--- src/rtl/led_pattern_gen_if.sv ---
// rtl/led_pattern_gen_if.sv - control/pattern bundle between a controller and led_pattern_gen
//
// Signals:
//   i_enable    : 1 = pattern runs, 0 = pattern freezes
//   i_speed_sel : step-rate select (LIMIT_0..LIMIT_3)
//   i_mode      : 0 = shift, 1 = flash (synchronous level)
//   i_dir_btn   : raw asynchronous push-button, each press reverses shift direction
//   o_led       : registered pattern word, 1:1 to ledmux i_led
//   o_tick      : registered one-cycle strobe on every pattern step
// Modports:
//   master : drives the controls, observes the pattern
//   slave  : the pattern generator itself

interface led_pattern_gen_if #(
  parameter int N_LEDS = 4
);
  logic              i_enable;
  logic [1:0]        i_speed_sel;
  logic              i_mode;
  logic              i_dir_btn;
  logic [N_LEDS-1:0] o_led;
  logic              o_tick;

  modport master (
    output i_enable, i_speed_sel, i_mode, i_dir_btn,
    input  o_led, o_tick
  );

  modport slave (
    input  i_enable, i_speed_sel, i_mode, i_dir_btn,
    output o_led, o_tick
  );
endinterface

--- src/rtl/led_pattern_gen.sv ---
// rtl/led_pattern_gen.sv - shift/flash LED pattern generator with prescaled step rate
//
// Ports:
//   clk     : system clock, all state on the rising edge
//   i_rst_n : asynchronous assert, synchronous release, active-low reset
//   bus     : led_pattern_gen_if.slave
//             (i_enable, i_speed_sel, i_mode, i_dir_btn in; o_led, o_tick out)
//
// A free-running prescaler counts to the selected terminal count and issues a
// step. In shift mode a single lit LED rotates; in flash mode the whole bank
// toggles. A mode change reloads the pattern and restarts the prescaler.

module led_pattern_gen #(
  parameter int                    N_LEDS     = 4,
  parameter int                    NB_COUNTER = 32,
  parameter logic [NB_COUNTER-1:0] LIMIT_0    = NB_COUNTER'(2**23 - 1),
  parameter logic [NB_COUNTER-1:0] LIMIT_1    = NB_COUNTER'(2**24 - 1),
  parameter logic [NB_COUNTER-1:0] LIMIT_2    = NB_COUNTER'(2**25 - 1),
  parameter logic [NB_COUNTER-1:0] LIMIT_3    = NB_COUNTER'(2**26 - 1)
) (
  input  logic                clk,
  input  logic                i_rst_n,
  led_pattern_gen_if.slave    bus
);

  typedef enum logic {MODE_SHIFT = 1'b0, MODE_FLASH = 1'b1} mode_t;
  typedef enum logic {DIR_LEFT = 1'b0, DIR_RIGHT = 1'b1}    dir_t;

  localparam logic [N_LEDS-1:0] LED_ONE = N_LEDS'(1);

  logic [NB_COUNTER-1:0] counter_q;
  logic [NB_COUNTER-1:0] limit_sel;
  logic [N_LEDS-1:0]     led_q;
  logic                  tick_q;
  mode_t                 mode_q;
  mode_t                 mode_req;
  dir_t                  dir_q;
  logic                  phase_q;
  logic                  btn_s1_q;
  logic                  btn_s2_q;
  logic                  btn_d_q;
  logic                  btn_rise;
  logic                  terminal;

  always_comb begin
    limit_sel = LIMIT_0;
    case (bus.i_speed_sel)
      2'd0:    limit_sel = LIMIT_0;
      2'd1:    limit_sel = LIMIT_1;
      2'd2:    limit_sel = LIMIT_2;
      default: limit_sel = LIMIT_3;
    endcase
  end

  // '>=' so that lowering the speed selection below the current count
  // fires on the next cycle instead of running the counter round.
  assign terminal = (counter_q >= limit_sel);
  assign btn_rise = btn_s2_q & ~btn_d_q;
  assign mode_req = mode_t'(bus.i_mode);

  always_ff @(posedge clk or negedge i_rst_n) begin
    if (!i_rst_n) begin
      counter_q <= '0;
      tick_q    <= 1'b0;
      led_q     <= LED_ONE;
      mode_q    <= MODE_SHIFT;
      dir_q     <= DIR_LEFT;
      phase_q   <= 1'b0;
      btn_s1_q  <= 1'b0;
      btn_s2_q  <= 1'b0;
      btn_d_q   <= 1'b0;
    end else begin
      btn_s1_q <= bus.i_dir_btn;
      btn_s2_q <= btn_s1_q;
      btn_d_q  <= btn_s2_q;

      // The step below reads the pre-toggle dir_q, so a toggle landing on a
      // tick only affects the following step.
      if (btn_rise) begin
        dir_q <= (dir_q == DIR_LEFT) ? DIR_RIGHT : DIR_LEFT;
      end

      if (mode_req != mode_q) begin
        // Mode load has priority over any terminal count and ignores enable.
        mode_q    <= mode_req;
        counter_q <= '0;
        tick_q    <= 1'b0;
        phase_q   <= 1'b0;
        led_q     <= (mode_req == MODE_FLASH) ? '0 : LED_ONE;
      end else if (bus.i_enable) begin
        if (terminal) begin
          counter_q <= '0;
          tick_q    <= 1'b1;
          if (mode_q == MODE_SHIFT) begin
            if (dir_q == DIR_LEFT) begin
              led_q <= {led_q[N_LEDS-2:0], led_q[N_LEDS-1]};
            end else begin
              led_q <= {led_q[0], led_q[N_LEDS-1:1]};
            end
          end else begin
            // Phase starts off after a load, so the first step lights all.
            phase_q <= ~phase_q;
            led_q   <= phase_q ? '0 : '1;
          end
        end else begin
          counter_q <= counter_q + NB_COUNTER'(1);
          tick_q    <= 1'b0;
        end
      end else begin
        tick_q <= 1'b0;
      end
    end
  end

  assign bus.o_led  = led_q;
  assign bus.o_tick = tick_q;

endmodule

--- src/flat_wrapper.sv ---
// flat-port wrapper written by rule: the top's interface ports become plain ports
module led_pattern_gen_flat 
#(
  parameter int                    N_LEDS     = 4,
  parameter int                    NB_COUNTER = 32,
  parameter logic [NB_COUNTER-1:0] LIMIT_0    = NB_COUNTER'(2**23 - 1),
  parameter logic [NB_COUNTER-1:0] LIMIT_1    = NB_COUNTER'(2**24 - 1),
  parameter logic [NB_COUNTER-1:0] LIMIT_2    = NB_COUNTER'(2**25 - 1),
  parameter logic [NB_COUNTER-1:0] LIMIT_3    = NB_COUNTER'(2**26 - 1)
)
  (clk, i_rst_n, bus_i_enable, bus_i_speed_sel, bus_i_mode, bus_i_dir_btn, bus_o_led, bus_o_tick);
  led_pattern_gen_if #(.N_LEDS(N_LEDS)) bus_i ();
  input  logic clk;
  input  logic i_rst_n;
  input wire logic [$bits(bus_i.i_enable)-1:0] bus_i_enable;
  input wire logic [$bits(bus_i.i_speed_sel)-1:0] bus_i_speed_sel;
  input wire logic [$bits(bus_i.i_mode)-1:0] bus_i_mode;
  input wire logic [$bits(bus_i.i_dir_btn)-1:0] bus_i_dir_btn;
  output wire logic [$bits(bus_i.o_led)-1:0] bus_o_led;
  output wire logic [$bits(bus_i.o_tick)-1:0] bus_o_tick;
  assign bus_i.i_enable = bus_i_enable;
  assign bus_i.i_speed_sel = bus_i_speed_sel;
  assign bus_i.i_mode = bus_i_mode;
  assign bus_i.i_dir_btn = bus_i_dir_btn;
  assign bus_o_led = bus_i.o_led;
  assign bus_o_tick = bus_i.o_tick;
  led_pattern_gen #(.N_LEDS(N_LEDS), .NB_COUNTER(NB_COUNTER), .LIMIT_0(LIMIT_0), .LIMIT_1(LIMIT_1), .LIMIT_2(LIMIT_2), .LIMIT_3(LIMIT_3)) u_core (.clk(clk), .i_rst_n(i_rst_n), .bus(bus_i));
endmodule
--- config.mk ---
export PLATFORM = sky130hd
export DESIGN_NAME = led_pattern_gen_flat
export DESIGN_NICKNAME = d
export VERILOG_FILES = /design/src/rtl/led_pattern_gen_if.sv /design/src/rtl/led_pattern_gen.sv /design/src/flat_wrapper.sv
export SDC_FILE = /design/constraint.sdc
export NUM_CORES = 1
export LEC_CHECK = 0
export ABC_AREA = 1
export CORE_MARGIN = 1
export CORE_UTILIZATION = 40
export CTS_CLUSTER_DIAMETER = 200
export DETAILED_ROUTE_END_ITERATION = 6
export SETUP_SLACK_MARGIN = 0.4
export SLEW_MARGIN = 20
export SYNTH_ARGS = -nofsm -noshare
export SYNTH_HDL_FRONTEND = slang
export SYNTH_SLANG_ARGS = --single-unit
--- constraint.sdc ---
create_clock -name clk -period 1.7 [get_ports clk]
set_input_delay 0.17 -clock clk [delete_from_list [all_inputs] [get_ports clk]]
set_output_delay 0.17 -clock clk [all_outputs]
set_load 0.1 [all_outputs]
==> results of run 1 <==
repair_timing:
action,in CTS,in global routing
cloned,1,0
endpoints found under the setup margin,39,39
pin swaps,9,6
setup buffers,6,8
gates resized for setup,27,33
hold buffers,1,0
hold endpoints to repair,15,0
cell usage in the layout, fill, tap and decap left out, types with 3 or more instances in the layout:
master                            instances
sky130_fd_sc_hd__nand2_2                 11
sky130_fd_sc_hd__inv_1                   37
sky130_fd_sc_hd__xnor2_1                  4
sky130_fd_sc_hd__nand2_1                 75
sky130_fd_sc_hd__o21ai_1                  3
sky130_fd_sc_hd__nand4_1                  7
sky130_fd_sc_hd__buf_12                   6
sky130_fd_sc_hd__dfrtp_1                 42
sky130_fd_sc_hd__buf_6                    5
sky130_fd_sc_hd__nor2_2                  17
sky130_fd_sc_hd__o21ai_0                  6
sky130_fd_sc_hd__ha_1                     3
sky130_fd_sc_hd__nor2_4                  13
sky130_fd_sc_hd__nor2_1                  40
sky130_fd_sc_hd__nand3_1                 21
sky130_fd_sc_hd__buf_4                   36
sky130_fd_sc_hd__nor3_2                   5
sky130_fd_sc_hd__clkdlybuf4s50_1          3
sky130_fd_sc_hd__nor3_1                   8
sky130_fd_sc_hd__clkbuf_8                 6
sky130_fd_sc_hd__xor2_1                   9
cells by family after synthesis:
logic type               count (synthesis)
XOR/XNOR                                13
flip-flops                              43
buffers and inverters                   45
multiplexers                             1
AO/OA/AOI/OAI                           16
AND/OR/NAND/NOR                        201
adder cells (fa/ha/maj)                  5
layer usage:
metal	up-vias	wire, µm	global-route usage [%]
li1	1137	-	-
met1	1040	2860	26.97
met2	37	2819	32.82
met3	10	177	3.429
met4	0	73	5.455
met5	-	0	0
power by group through the flow:
stage	combinational, mW	clock, mW	sequential [mW]
2_1_floorplan	0.581	0	1.35
3_3_place_gp	1.13	0	1.22
3_5_place_dp	1.15	0	1.22
4_1_cts	1.40	0.852	1.20
5_1_grt	1.67	0.902	1.22
6_report	1.54	0.836	1.20
layout make-up:
type                    count  share of cell area, %
repair buffers             57                  16.69
inverters                  41                  4.837
multi-input cells         236                  39.97
well taps                  72                  2.700
clock inverters             2                  1.050
flip-flops and latches     43                  32.28
clock buffers               6                  2.475
flip-flops by register name, indices dropped and copies added (netlist names):
register / flops
u_core.counter_q: 32
u_core.bus.o_led: 4
u_core.btn_d_q: 1
u_core.btn_s1_q: 1
u_core.btn_s2_q: 1
u_core.bus.o_tick: 1
u_core.dir_q: 1
u_core.mode_q: 1
u_core.phase_q: 1
final timing paths:
kind / from / depth (start not counted) / endpoint / slack [ns]
worst max-delay path: u_core.counter_q[24] / 10 / u_core.counter_q[1] / 0.01
worst min-delay path: bus_i_dir_btn / 1 / u_core.btn_s1_q / 0.31
worst max register to register: u_core.counter_q[24] / 10 / u_core.counter_q[1] / 0.01
worst min register to register: u_core.btn_s1_q / 0 / u_core.btn_s2_q / 0.35
max in group asynchronous: i_rst_n / 3 / u_core.bus.o_led[0] / 0.76
min in group asynchronous: i_rst_n / 2 / u_core.counter_q[18] / 0.32
metrics by stage:
| step | setup TNS, ns | util [%] | std cells | hold slack (ns) |
|---|---|---|---|---|
| final | 0 | 58.80 | 457 | 0.3092 |
| after global routing | -2.533 | 58.80 | 457 | 0.3069 |
| after CTS | -0.2727 | 55.95 | 449 | 0.2993 |
| after detailed placement | -9.492 | 50.84 | 433 | 0.1195 |
| after global placement | -8.138 | 50.84 | 433 | 0.1180 |
| after floorplan | 0 | - | 324 | -0.1256 |
==> impl_results.md, run 1 <==
- Number of synthesized register bits: between 40 and 50
- Worst-Skew Late Latency: roughly 0.30 ns
- Via density per instance: about 5
- Simple-gate area share of the yosys netlist: between 30% and 40%
- Clock tree skew after final layout: around 0.0097 ns
- Cell Int Power: about 2.3 mW
- Multiplexer fraction of the synthesized cell area: less than 1%
- Cell with the most instances after synthesis: sky130_fd_sc_hd__nand2_1
- Share of post-route cells with drive strength above 1: between 30 and 40%
- Largest incremental delay on the critical path: roughly 0.40 ns
- Diode count: 0
- Kind of start point of the critical path: register
- Number of routed nets with antenna violations: 0
- Distinct cells, synth: 29
- Area fraction in compound gates after synthesis: under 10%
- Via count of the first global-routing pass: 2129
- Gate Count Post-Synth: between 300 and 400
- Avg Synthesized Cell Area: roughly 7.4 µm²
- Area growth from synthesis to final layout: 38.33%
- Initial antenna violation count: 0
- TritonCTS clock tree: built
- Leak pwr: roughly 1.5 nW
- Net load switching power: approximately 1.3 mW
- Final Critical Period: between 1.5 and 2 ns
- Syn. warnings: 0
- Sequential cell area: ~1100 µm²
- Global-route wire length before repair: 9708 µm
- Nets in the synthesized netlist: between 300 and 400
- Total number of vias: 2224
- Congestion Overflow GR: 0
- CTS clock-pin slew for the worst setup and hold paths: 0.08 ns
- Final wirelength: between 5000 and 6000 µm
- Data required, critical path: 1.92 ns
- DRC Markers: 0
- Area of the core: ~5700 µm²
- CP Cell Sequence: ha_1 > nand2_1 > nor2_2 > nand2_1 > nor2_2 > buf_4 > buf_4 > a21oi_2 > nand3_1 > o21ai_0
- Proportion of netlist area held by the largest area contributor: 43.57%
- Largest delay contributor family on the critical path: flip-flops
- Switching portion of total power: about 36%
- Unrepaired setup endpoints after global routing: true
- Primary flip-flop cell chosen by synthesis mapping: sky130_fd_sc_hd__dfrtp_1
- GRT Total Usage: 19.99%
- Die Span Y: 79.66 µm
- Hold/Removal Path Class: in -> reg
- Starting Density: 42.50%
- Rows: 27
- Result of the run: completed
- Routability cong.: slightly above 0.8
- Largest buffer count on any clock path: 2
- Post-Synth Adder-Cell Area: under 10%
- Number of nets at the end of the flow: a little under 400
- Cell type with the highest aggregate area in the netlist: sky130_fd_sc_hd__dfrtp_1
- Power share of the clock group: between 20% and 30%
- Top post-synthesis cells by count: sky130_fd_sc_hd__nand2_1 (80), sky130_fd_sc_hd__nor2_1 (62), sky130_fd_sc_hd__dfrtp_1 (42)
- Maximum achievable frequency: roughly 0.6 GHz
- Max_cap viols: 0
- Average wire per standard cell: 12.98 µm
- Placed standard-cell area: 2885 µm²
- Combinational family with the most area after synthesis: simple AND/OR/NAND/NOR gates
- Cell at the slowest stage of the critical path: sky130_fd_sc_hd__dfrtp_1
- Critical Path Fanout Max: 3
- Number of filler cells placed in the layout: between 500 and 600
- Count of input and output buffers: 11
- Sequential-to-total area share from yosys stat: between 40% and 50%
- Proportion of power drawn by flip-flops and latches: about 34%
- Post-synth EDFFs: 0
- Max H-tree Level: 2
- Summed area of non-filler cells in the final layout: 3337 µm²
- Horizontal die dimension: 79.66 µm
- Area taken by multi-input logic gates: between 1000 and 1500 µm²
- Setup CP Type: reg -> reg
- Power Dens Cells: roughly 1100 nW/µm²
- Final Setup Violations: 0
- Max Transition Viols Final: 0
- Slew margin rel.: 73.91%
- Transition at the pin with the smallest max-transition slack: 0.3913 ns
- Synth top area cells: sky130_fd_sc_hd__dfrtp_1 (44%), sky130_fd_sc_hd__nand2_1 (12%), sky130_fd_sc_hd__nor2_1 (9.6%), sky130_fd_sc_hd__inv_1 (6.1%), sky130_fd_sc_hd__nand3_1 (4.6%)
- Post-Place Worst Slack: -0.3271 ns
- Detailed Route Iter0 Violations: between 100 and 150
- Number of buffers and inverters on the critical path: 2
- Fin. Hold Viols: 0
- Number of buffers added by the clock tree synthesis step: 5
- Smallest setup slack after layout: about 0.011 ns
- Share of async-settable or async-resettable flops after synthesis: 100.0%
- Iteration count of the initial detailed-routing pass: 4
- Data arrival, critical path: 1.90 ns
- Clk sinks: 43
- Parity-gate share of the synthesized area counting xor and xnor cells: under 10%
- Combinational cell fraction of total power: a little over two fifths
- Root buffer selected by CTS: sky130_fd_sc_hd__clkbuf_8
- Final critical-path share of the clock period: 99.33%
- Die Footprint: 6346 µm²
- HPWL Detailed: 4165 µm
- Critical path endpoint category: register
- Cell area after synthesis: between 2000 and 2500 µm²
- Number of top-level design ports: 12
- Total Power Consumption: around 3.6 mW
- Maximum number of pins on one net before global-route repair: 18
- Peak supply drop: roughly 0.62 mV
(Power assumes the default switching activity.)
==> inputs of run 2 (changes only) <==
CTS_CLUSTER_SIZE = 28   (was unset)
==> results of run 2 <==
The final DEF is identical to that of run 1; final timing and power are the same.
==> inputs of run 3 (changes only) <==
CELL_PAD_IN_SITES_DETAIL_PLACEMENT = 1   (was unset)
CELL_PAD_IN_SITES_GLOBAL_PLACEMENT = 2   (was unset)
CORE_UTILIZATION = 31   (was 40)
PLACE_DENSITY_LB_ADDON = 0.1   (was unset)
==> run 3 against run 2 <==
Net effect: the run now ends with negative setup slack left; register-to-register slack got worse by 0.08 ns; global-route usage fell by 0.19 points; flip-flop and latch count unchanged; clock skew grew 0.0083 ns; utilization down 9.7 points; cell count increased by 8.1%; count of clock-buffer cells in the layout increased by 1; via count grew 3.5%; first-iteration DRC count down 73%; combinational power increased by 17%; hold slack got worse by 0.014 ns; worst setup slack worse by 0.076 ns; critical endpoint is now u_core.counter_q[24]; highest routed layer unchanged.
==> impl_results.md, run 3 (same netlist as run 1, synthesis figures left out) <==
- Proportion of power drawn by flip-flops and latches: a little under a third
- Cell at the slowest stage of the critical path: sky130_fd_sc_hd__dfrtp_1
- Area growth from synthesis to final layout: 49.84%
- Initial antenna violation count: 0
- Worst-Skew Late Latency: 0.31 ns
- Share of post-route cells with drive strength above 1: a little under two fifths
- Congestion Overflow GR: 0
- Count of input and output buffers: 11
- Total number of vias: roughly 2300
- Net load switching power: 1.426 mW
- Switching portion of total power: 37.37%
- Max Transition Viols Final: 0
- Final wirelength: approximately 7500 µm
- Largest register FFs: 32
- Data arrival, critical path: around 2.0 ns
- Most used cells in the layout excluding fill and tap cells: sky130_fd_sc_hd__nand2_1 (66), sky130_fd_sc_hd__buf_4 (42), sky130_fd_sc_hd__dfrtp_1 (42), sky130_fd_sc_hd__nor2_1 (41), sky130_fd_sc_hd__inv_1 (36)
- Cell total after placement: between 400 and 500
- Number of routed nets with antenna violations: 0
- Most common cell after layout, fill and taps aside: sky130_fd_sc_hd__nand2_1
- Root buffer selected by CTS: sky130_fd_sc_hd__clkbuf_8
- Power Dens Cells: between 1000 and 1500 nW/µm²
- Final Critical Period: around 1.8 ns
- Max_cap viols: 0
- Final Setup Violations: 22
- DRC Markers: 0
- Cell Int Power: between 2 and 2.5 mW
- Total Power Consumption: 3.815 mW
- Iteration count of the initial detailed-routing pass: 4
- Clk sinks: 43
- Slew margin rel.: about three fifths
- Rows: 31
- Combinational cell fraction of total power: a little under half
- Fraction of the core area covered by cells at the end of the flow: about half
- Fin. Hold Viols: 0
- Critical path endpoint category: register
- Average wire per standard cell: 15.13 µm
- Largest delay contributor family on the critical path: simple AND/OR/NAND/NOR gates
- Result of the run: finished with violations
- Smallest setup slack after layout: -0.06485 ns
- Die Span Y: 90.22 µm
- Detailed Route Iter0 Violations: 36
- Routability cong.: 0.7511
- Number of nets at the end of the flow: approximately 410
- Largest incremental delay on the critical path: ~0.37 ns
- Hold/Removal Path Class: in -> reg
- Horizontal die dimension: 90.22 µm
- Violations in the final reports: negative setup slack
- Via count of the first global-routing pass: around 2500
- Setup CP Type: reg -> reg
- Transition at the pin with the smallest max-transition slack: roughly 0.57 ns
- Data required, critical path: about 1.9 ns
- Worst hold slack: roughly 0.30 ns
- Max H-tree Level: 2
- Die Footprint: between 8000 and 9000 µm²
- Number of top-level design ports: 12
- Number of buffers added by the clock tree synthesis step: 5
- Area of the core: 7370 µm²
- Maximum achievable frequency: approximately 0.57 GHz
- HPWL Detailed: around 5500 µm
- CTS clock-pin slew for the worst setup and hold paths: 0.09 ns
- Unrepaired setup endpoints after global routing: true
- Kind of start point of the critical path: register
- Summed area of non-filler cells in the final layout: between 3000 and 4000 µm²
- Peak supply drop: ~0.59 mV
- Number of filler cells placed in the layout: 887
- Diode count: 0
- TritonCTS clock tree: built
- Leak pwr: approximately 1.6 nW
- Maximum number of pins on one net before global-route repair: 44
- GRT Total Usage: 19.79%
- Clock tree skew after final layout: roughly 0.018 ns
- Post-Place Worst Slack: -0.4500 ns
- Global-route wire length before repair: approximately 13000 µm
- Fin Setup TNS: -0.8479 ns
- Critical Path Fanout Max: 5
- Power share of the clock group: about a fifth
- Register with the most flip-flops: u_core.counter_q
- Final critical-path share of the clock period: 103.8%
- Via density per instance: roughly 4.7
- Placed standard-cell area: ~3000 µm²
- Filler-free cell count of the finished design: between 400 and 500
- CP Cell Sequence: inv_2 > ha_4 > nor2_4 > buf_12 > nor2_4 > nand2_2 > nor3_2 > buf_4 > nand3_2 > a21oi_4
- Starting Density: around a third
- Number of buffers and inverters on the critical path: 3
- Most used cell, CP: sky130_fd_sc_hd__nor2_4
- Largest buffer count on any clock path: 2
[run 3: cell count changes in the layout (fill, tap and decap cells not counted), sizes merged]
cell           change
dlymetal6s2s       +1
clkdlybuf4s50      +1
clkinvlp           +1
clkbuf             +3
buf                +8
clkinv             -2
dlygate4sd2        -2
[run 3: timing repair]
| action | in CTS | in global routing |
|---|---|---|
| pin swaps | 10 | 17 |
| gates cloned | 0 | 2 |
| setup endpoints to repair | 39 | 39 |
| gates resized for setup | 43 | 47 |
| setup buffers | 6 | 4 |
| hold buffers | 1 | 0 |
| hold endpoints to repair | 42 | 0 |
[run 3: path summary, 6_finish.rpt]
path | start | end | slack, ns | cells past startpoint
worst min register to register | u_core.btn_s1_q | u_core.btn_s2_q | 0.37 | 0
worst max register to register | u_core.mode_q | u_core.counter_q[24] | -0.06 | 10
worst max-delay path | u_core.mode_q | u_core.counter_q[24] | -0.06 | 10
min in group asynchronous | i_rst_n | u_core.counter_q[19] | 0.51 | 3
worst min-delay path | bus_i_dir_btn | u_core.btn_s1_q | 0.30 | 1
max in group asynchronous | i_rst_n | u_core.counter_q[14] | 0.80 | 3
[run 3: power groups by stage]
stage                     Sequential, mW  Clock (mW)  Combinational, mW
after floorplan                     1.35           0              0.581
after global placement              1.22           0               1.26
after detailed placement            1.22           0               1.28
after CTS                           1.21       0.846               1.46
after global routing                1.22       0.885               1.93
final                               1.21       0.813               1.80
[run 3: layer usage]
layer	track usage [%]	routed length [µm]
met4	5.645	94
met5	0	0
met1	25.53	3467
met3	3.130	98
met2	34.10	3814
[run 3: area by class of cell]
type / count / area (µm²) / share of cell area (%)
multi-input cells: 236 / 1461 / 40.43
clock inverters: 1 / 30.03 / 0.8307
repair buffers: 67 / 678.2 / 18.76
inverters: 41 / 167.7 / 4.638
flip-flops and latches: 43 / 1077 / 29.80
well taps: 99 / 123.9 / 3.427
clock buffers: 7 / 76.32 / 2.111
